## src/rtl/stream_reframer_if.sv

```systemverilog
// AXI-Stream beat bundle shared by the reframer's input and output sides.
interface stream_reframer_if #(
   parameter int unsigned WIDTH = 16
) ();
   logic [WIDTH-1:0] tdata;
   logic             tlast;
   logic             tvalid;
   logic             tready;

   modport master (output tdata, output tlast, output tvalid, input tready);
   modport slave  (input tdata, input tlast, input tvalid, output tready);
endinterface

```

## src/rtl/stream_reframer.sv

```systemverilog
// Rebuilds AXI-Stream packet framing: tlast every max_spp samples and optionally at upstream tlast.
// Define STREAM_REFRAMER_IDLE_FLUSH_EN to hold the newest sample and close idle partial packets.
module stream_reframer #(
   parameter int unsigned MAX_LEN_LOG2 = 10,
   parameter int unsigned WIDTH        = 16,
   parameter int unsigned TIMEOUT_LOG2 = 8
) (
   input  logic                    clk,
   input  logic                    reset,
   input  logic                    clear_i,
   input  logic [MAX_LEN_LOG2-1:0] max_spp_i,
   input  logic                    honor_tlast_i,
   input  logic [TIMEOUT_LOG2-1:0] idle_timeout_i,
   stream_reframer_if.slave        in_if,
   stream_reframer_if.master       out_if,
   output logic [15:0]             pkt_count_o
);

`ifdef STREAM_REFRAMER_IDLE_FLUSH_EN
   typedef enum logic [1:0] {StEmpty, StPresent, StHold} state_e;
`else
   typedef enum logic [1:0] {StEmpty, StPresent} state_e;
`endif

   state_e                  state_q, state_d, accept_st;
   logic [WIDTH-1:0]        data_q, data_d;
   logic                    last_q, last_d;
   logic [MAX_LEN_LOG2-1:0] spp_q, spp_d;
   logic [15:0]             pkt_q, pkt_d;

   logic [MAX_LEN_LOG2:0]   eff_spp, spp_next;
   logic                    last_dec;
   logic                    o_tvalid, o_tlast, i_tready;
   logic                    in_xfer, out_xfer;

`ifdef STREAM_REFRAMER_IDLE_FLUSH_EN
   logic [TIMEOUT_LOG2-1:0] idle_q, idle_d;
   logic [TIMEOUT_LOG2:0]   idle_next;
`else
   logic unused_idle_timeout;
   assign unused_idle_timeout = ^idle_timeout_i;
`endif

   // Extra bit keeps spp_count+1 from wrapping when compared against eff_spp.
   always_comb begin
      eff_spp  = (max_spp_i == '0) ? (MAX_LEN_LOG2+1)'(1) : {1'b0, max_spp_i};
      spp_next = {1'b0, spp_q} + (MAX_LEN_LOG2+1)'(1);
      last_dec = (spp_next >= eff_spp) | (honor_tlast_i & in_if.tlast);
`ifdef STREAM_REFRAMER_IDLE_FLUSH_EN
      accept_st = last_dec ? StPresent : StHold;
`else
      accept_st = StPresent;
`endif
   end

   always_comb begin
      o_tvalid = (state_q == StPresent);
      o_tlast  = last_q;
      i_tready = ~o_tvalid | out_if.tready;
`ifdef STREAM_REFRAMER_IDLE_FLUSH_EN
      // Held sample is released only alongside the next incoming one.
      if (state_q == StHold) begin
         o_tvalid = in_if.tvalid;
         o_tlast  = 1'b0;
         i_tready = out_if.tready;
      end
`endif
   end

   assign in_xfer  = in_if.tvalid & i_tready;
   assign out_xfer = o_tvalid & out_if.tready;

   assign in_if.tready  = i_tready;
   assign out_if.tvalid = o_tvalid;
   assign out_if.tlast  = o_tlast;
   assign out_if.tdata  = data_q;
   assign pkt_count_o   = pkt_q;

   always_comb begin
      state_d = state_q;
      data_d  = data_q;
      last_d  = last_q;
      spp_d   = spp_q;
      pkt_d   = pkt_q;
`ifdef STREAM_REFRAMER_IDLE_FLUSH_EN
      idle_d    = '0;
      idle_next = {1'b0, idle_q} + (TIMEOUT_LOG2+1)'(1);
`endif
      if (out_xfer && o_tlast) pkt_d = pkt_q + 16'd1;
      if (in_xfer) begin
         data_d = in_if.tdata;
         last_d = last_dec;
         spp_d  = last_dec ? '0 : spp_next[MAX_LEN_LOG2-1:0];
      end
      unique case (state_q)
         StEmpty: begin
            if (in_xfer) state_d = accept_st;
         end
         StPresent: begin
            if (in_xfer)       state_d = accept_st;
            else if (out_xfer) state_d = StEmpty;
         end
`ifdef STREAM_REFRAMER_IDLE_FLUSH_EN
         StHold: begin
            if (in_xfer) begin
               state_d = accept_st;
            end else if (!in_if.tvalid) begin
               if (idle_timeout_i != '0 && idle_next >= {1'b0, idle_timeout_i}) begin
                  last_d  = 1'b1;
                  spp_d   = '0;
                  state_d = StPresent;
               end else begin
                  idle_d = idle_next[TIMEOUT_LOG2-1:0];
               end
            end
         end
`endif
         default: state_d = StEmpty;
      endcase
   end

   always_ff @(posedge clk) begin
      if (reset || clear_i) begin
         state_q <= StEmpty;
         data_q  <= '0;
         last_q  <= 1'b0;
         spp_q   <= '0;
         pkt_q   <= '0;
      end else begin
         state_q <= state_d;
         data_q  <= data_d;
         last_q  <= last_d;
         spp_q   <= spp_d;
         pkt_q   <= pkt_d;
      end
   end

`ifdef STREAM_REFRAMER_IDLE_FLUSH_EN
   always_ff @(posedge clk) begin
      if (reset || clear_i) idle_q <= '0;
      else                  idle_q <= idle_d;
   end
`endif

endmodule

```

## src/flat_wrapper.sv

```systemverilog
// flat-port wrapper written by rule: the top's interface ports become plain ports
module stream_reframer_flat 
#(
   parameter int unsigned MAX_LEN_LOG2 = 10,
   parameter int unsigned WIDTH        = 16,
   parameter int unsigned TIMEOUT_LOG2 = 8
)
  (clk, reset, clear_i, max_spp_i, honor_tlast_i, idle_timeout_i, pkt_count_o, in_if_tdata, in_if_tlast, in_if_tvalid, in_if_tready, out_if_tdata, out_if_tlast, out_if_tvalid, out_if_tready);
  stream_reframer_if #(.WIDTH(WIDTH)) in_if_i ();
  stream_reframer_if #(.WIDTH(WIDTH)) out_if_i ();
  input  logic clk;
  input  logic reset;
  input  logic clear_i;
  input  logic [MAX_LEN_LOG2-1:0] max_spp_i;
  input  logic honor_tlast_i;
  input  logic [TIMEOUT_LOG2-1:0] idle_timeout_i;
  output logic [15:0] pkt_count_o;
  input wire logic [$bits(in_if_i.tdata)-1:0] in_if_tdata;
  input wire logic [$bits(in_if_i.tlast)-1:0] in_if_tlast;
  input wire logic [$bits(in_if_i.tvalid)-1:0] in_if_tvalid;
  output wire logic [$bits(in_if_i.tready)-1:0] in_if_tready;
  output wire logic [$bits(out_if_i.tdata)-1:0] out_if_tdata;
  output wire logic [$bits(out_if_i.tlast)-1:0] out_if_tlast;
  output wire logic [$bits(out_if_i.tvalid)-1:0] out_if_tvalid;
  input wire logic [$bits(out_if_i.tready)-1:0] out_if_tready;
  assign in_if_i.tdata = in_if_tdata;
  assign in_if_i.tlast = in_if_tlast;
  assign in_if_i.tvalid = in_if_tvalid;
  assign in_if_tready = in_if_i.tready;
  assign out_if_tdata = out_if_i.tdata;
  assign out_if_tlast = out_if_i.tlast;
  assign out_if_tvalid = out_if_i.tvalid;
  assign out_if_i.tready = out_if_tready;
  stream_reframer #(.MAX_LEN_LOG2(MAX_LEN_LOG2), .WIDTH(WIDTH), .TIMEOUT_LOG2(TIMEOUT_LOG2)) u_core (.clk(clk), .reset(reset), .clear_i(clear_i), .max_spp_i(max_spp_i), .honor_tlast_i(honor_tlast_i), .idle_timeout_i(idle_timeout_i), .in_if(in_if_i), .out_if(out_if_i), .pkt_count_o(pkt_count_o));
endmodule
```

## config.mk

```make
export PLATFORM = sky130hd
export DESIGN_NAME = stream_reframer_flat
export DESIGN_NICKNAME = d
export VERILOG_FILES = /design/src/rtl/stream_reframer_if.sv /design/src/rtl/stream_reframer.sv /design/src/flat_wrapper.sv
export SDC_FILE = /design/constraint.sdc
export NUM_CORES = 1
export LEC_CHECK = 0
export CELL_PAD_IN_SITES_DETAIL_PLACEMENT = 1
export CELL_PAD_IN_SITES_GLOBAL_PLACEMENT = 1
export CORE_AREA = 3 3 92 94
export DETAILED_ROUTE_END_ITERATION = 10
export DIE_AREA = 0 0 95 97
export PLACE_DENSITY_LB_ADDON = 0.3
export SETUP_SLACK_MARGIN = 0.1
export SLEW_MARGIN = 20
export SYNTH_ARGS = -nofsm -noshare
export SYNTH_HDL_FRONTEND = slang
export SYNTH_SLANG_ARGS = --single-unit
```

## constraint.sdc

```tcl
create_clock -name clk -period 2.9 [get_ports clk]
set_input_delay 0.87 -clock clk [delete_from_list [all_inputs] [get_ports clk]]
set_output_delay 0.87 -clock clk [all_outputs]
set_load 0.01 [all_outputs]
```

==> summary.txt <==
Critical path
  • Setup CP Type: in -> out
  • Worst setup SP type: primary input
  • Crit-path max FO: 2
  • Worst Path Required: roughly 2000 ps
  • CP endpoint kind: output port
  • Critical path arrival: 1860 ps
  • R2r setup slk: about 210 ps

Synth
  • XOR/XNOR Fraction of Synth Area: 8.28%
  • Complex-gate fraction of the synthesized area: between 10% and 20%
  • Syn_area_per_cell: approximately 8 µm²
  • Register area share after synthesis: 39.6%
  • Post-synthesis mux area share: 0.450%
  • Post-Syn Area: 2220 µm²
  • Synth Area in Simple Gates: 25.5%
  • Main combinational cell family by area after synthesis: simple AND/OR/NAND/NOR gates
  • Post-synth ARST share: 0%
  • Synthesized flop and latch total: between 40 and 50
  • Netlist cell types: 44
  • Yosys warnings: 0
  • Mapped Cells: 270
  • Post-synth EDFFs: 0
  • Synth Flop Type: dfxtp_1
  • Synth Area in Adders: 6.76%
  • Mapped Nets: 323

Route
  • ANT nets after route: 0
  • WL final: 6590 µm
  • DRT Pass-1 Iters: 4
  • # DRC: 0
  • DR WL/cell: 14.4 µm
  • Routed vias/inst: ~4.7
  • Total vias in the final route: 2,175
  • Starting DRT DRC Count: 43

GRT
  • First-pass GRT wire length: 10,500 µm
  • Largest net degree at the start of global routing: 36
  • Vias in the first global route: 2,359
  • GR Layer Usage met2: a little under a quarter
  • Gr usage total: roughly 14%
  • Antenna violations before repair: 0
  • Met1 Resource Use GR: ~17%
  • Grt ovf: 0
  • GRT busiest layer: met2
  • GR Util met3: 4.90%

Cells and area
  • Final non-filler cell total: 459
  • Fill cell count: 912
  • Area Overhead vs Synth: 54.4%
  • Final core occ: about 44%
  • Antenna Cells: 0
  • NumNets Final: 411
  • Layout cell share with drive strength beyond 1: 21.0%

Clock network
  • Clock insertion delay at the later pin of the skew report: 290 ps
  • CTS tree: yes
  • Root Driver: clkbuf_8
  • Htree depth: 2
  • Longest Clk Path Bufs: 2
  • Clock transition at path regs: around 80 ps
  • CTS sink count: 44
  • TritonCTS buffer count: 5

Floorplan
  • Core Footprint: 7730 µm²
  • Die H: around 97 µm
  • Die footprint: 9220 µm²
  • Die Wd: around 95 µm
  • # rows: 32
  • # IOs: 76
  • Initial Utilization: 28.8%

Timing
  • Worst Tran Pin Value: 479 ps
  • Slew Limit Fails: 0
  • RSZ-0062 raised after global routing: true
  • Clock skew: 5.44 ps
  • # setup viols final: 0
  • Setup Total Neg Slack: 0 ps
  • Max Clock Freq: 366 MHz
  • Relative slew slack: around 68%
  • Minimum clock period: 2730 ps
  • Hold Vio Cnt, Final: 0
  • Final period utilization: 94.2%

Placement
  • Placed cell count: 445
  • Global placement routability congestion: roughly 0.77
  • PortBufs: 67
  • Final HPWL DP: 4590 µm

Run status
  • Status: complete, no violations

Hold path
  • Min-Delay Path Class: reg -> reg

Power
  • Maximum VDD drop: about 0.00027 V
  • Leak: 1.37 nW
  • Power Dens Cells: 357 nW/µm²

Job
  • Max Cap Viol: 0
worst paths after layout:
check,start,endpoint,depth (start not counted)
hold reg to reg,u_core.out_if.tdata[11],u_core.out_if.tdata[11],2
setup / recovery,out_if_tready,in_if_tready,3
setup reg to reg,u_core.spp_q[1],u_core.spp_q[1],12
hold / removal,u_core.out_if.tdata[11],u_core.out_if.tdata[11],2
flip-flops by register name, summed over array words and instances (netlist names):
name	cells
u_core.out_if.tdata	16
u_core.out_if.tlast	1
u_core.pkt_count_o	16
u_core.state_q	1
u_core.spp_q	10
power by group:
group | leakage, nW | switching [W] | internal [W]
Combinational | 0.959 | 0.0000736 | 0.0000852
Sequential | 0.359 | 0.00000567 | 0.000611
Clock | 0.0501 | 0.000202 | 0.000247
synthesized netlist by cell type, drive strengths merged, types with 2 or more instances:
master / instances / area, µm²
xnor2: 13 / 114
ha: 12 / 150
o21a: 2 / 15.0
nand3: 12 / 60.1
and3: 5 / 36.3
clkbuf: 9 / 47.5
nor4: 6 / 37.5
a21oi: 20 / 100
nor2: 21 / 78.8
nor3: 5 / 25.0
a21o: 4 / 31.3
and2: 3 / 20.0
o31ai: 3 / 22.5
nand2: 47 / 176
a211o: 2 / 17.5
dfxtp: 44 / 881
buf: 3 / 12.5
or2: 2 / 12.5
inv: 16 / 60.1
o21ai: 9 / 48.8
nand4: 6 / 52.6
xor2: 8 / 70.1
and4: 3 / 27.5
or3: 4 / 25.0
cells in the final DEF (no fill, tap or decap), drive strengths merged, types with 9 or more instances in the layout:
| cell type | instances |
|---|---|
| dfxtp | 44 |
| ha | 12 |
| a21oi | 20 |
| nand2 | 47 |
| nand3 | 12 |
| o21ai | 9 |
| inv | 16 |
| buf | 28 |
| nor2 | 21 |
| clkdlybuf4s50 | 56 |
| xnor2 | 13 |
| clkbuf | 9 |
routing by layer:
metal  routed length, µm  share of wire [%]
met5                   0                  0
met4                  68                1.0
met3                 463                7.0
met2                3190                 48
met1                2870                 44
worst max-delay path: stages:
cell	delay, ps
clkdlybuf4s50_1	420
or2b_2	310
clkdlybuf4s15_1	260
metrics by stage:
stage          area, µm²  power [W]  hold WS (ps)  setup WS, ps
4_1_cts             3270    0.00123           461          33.4
5_1_grt             3430    0.00129           489          54.5
6_report            3430    0.00123           457           169
3_3_place_gp        3100   0.000772           441          -496
3_5_place_dp        3100   0.000776           451          -505
2_1_floorplan       2220   0.000690           478           106
cells by family (layout without fill, tap and decap cells):
kind of cell / after synthesis / in the layout
compound gates: 48 / 48
flops: 44 / 44
simple gates: 116 / 116
mux: 1 / 1
fa+ha+maj: 12 / 12
buf+inv: 28 / 115
xor+xnor: 21 / 21
layout make-up:
cell class / instances / area [µm²] / area share, %
clock buffers: 5 / 68.8 / 2.01
clock inverters: 1 / 30.0 / 0.875
inverters: 16 / 62.6 / 1.82
multi-input cells: 198 / 1380 / 40.1
flip-flops and latches: 44 / 891 / 26.0
well taps: 102 / 128 / 3.72
repair buffers: 93 / 875 / 25.5
repair_timing:
action                                  in CTS  in global routing
endpoints found under the setup margin      12                 12
cloned                                       2                  0
pin swaps                                    6                 18
gates resized for setup                     22                 53
setup buffers                                1                  5
hold buffers                                 0                  0
Power figures use the tool's default switching activity.
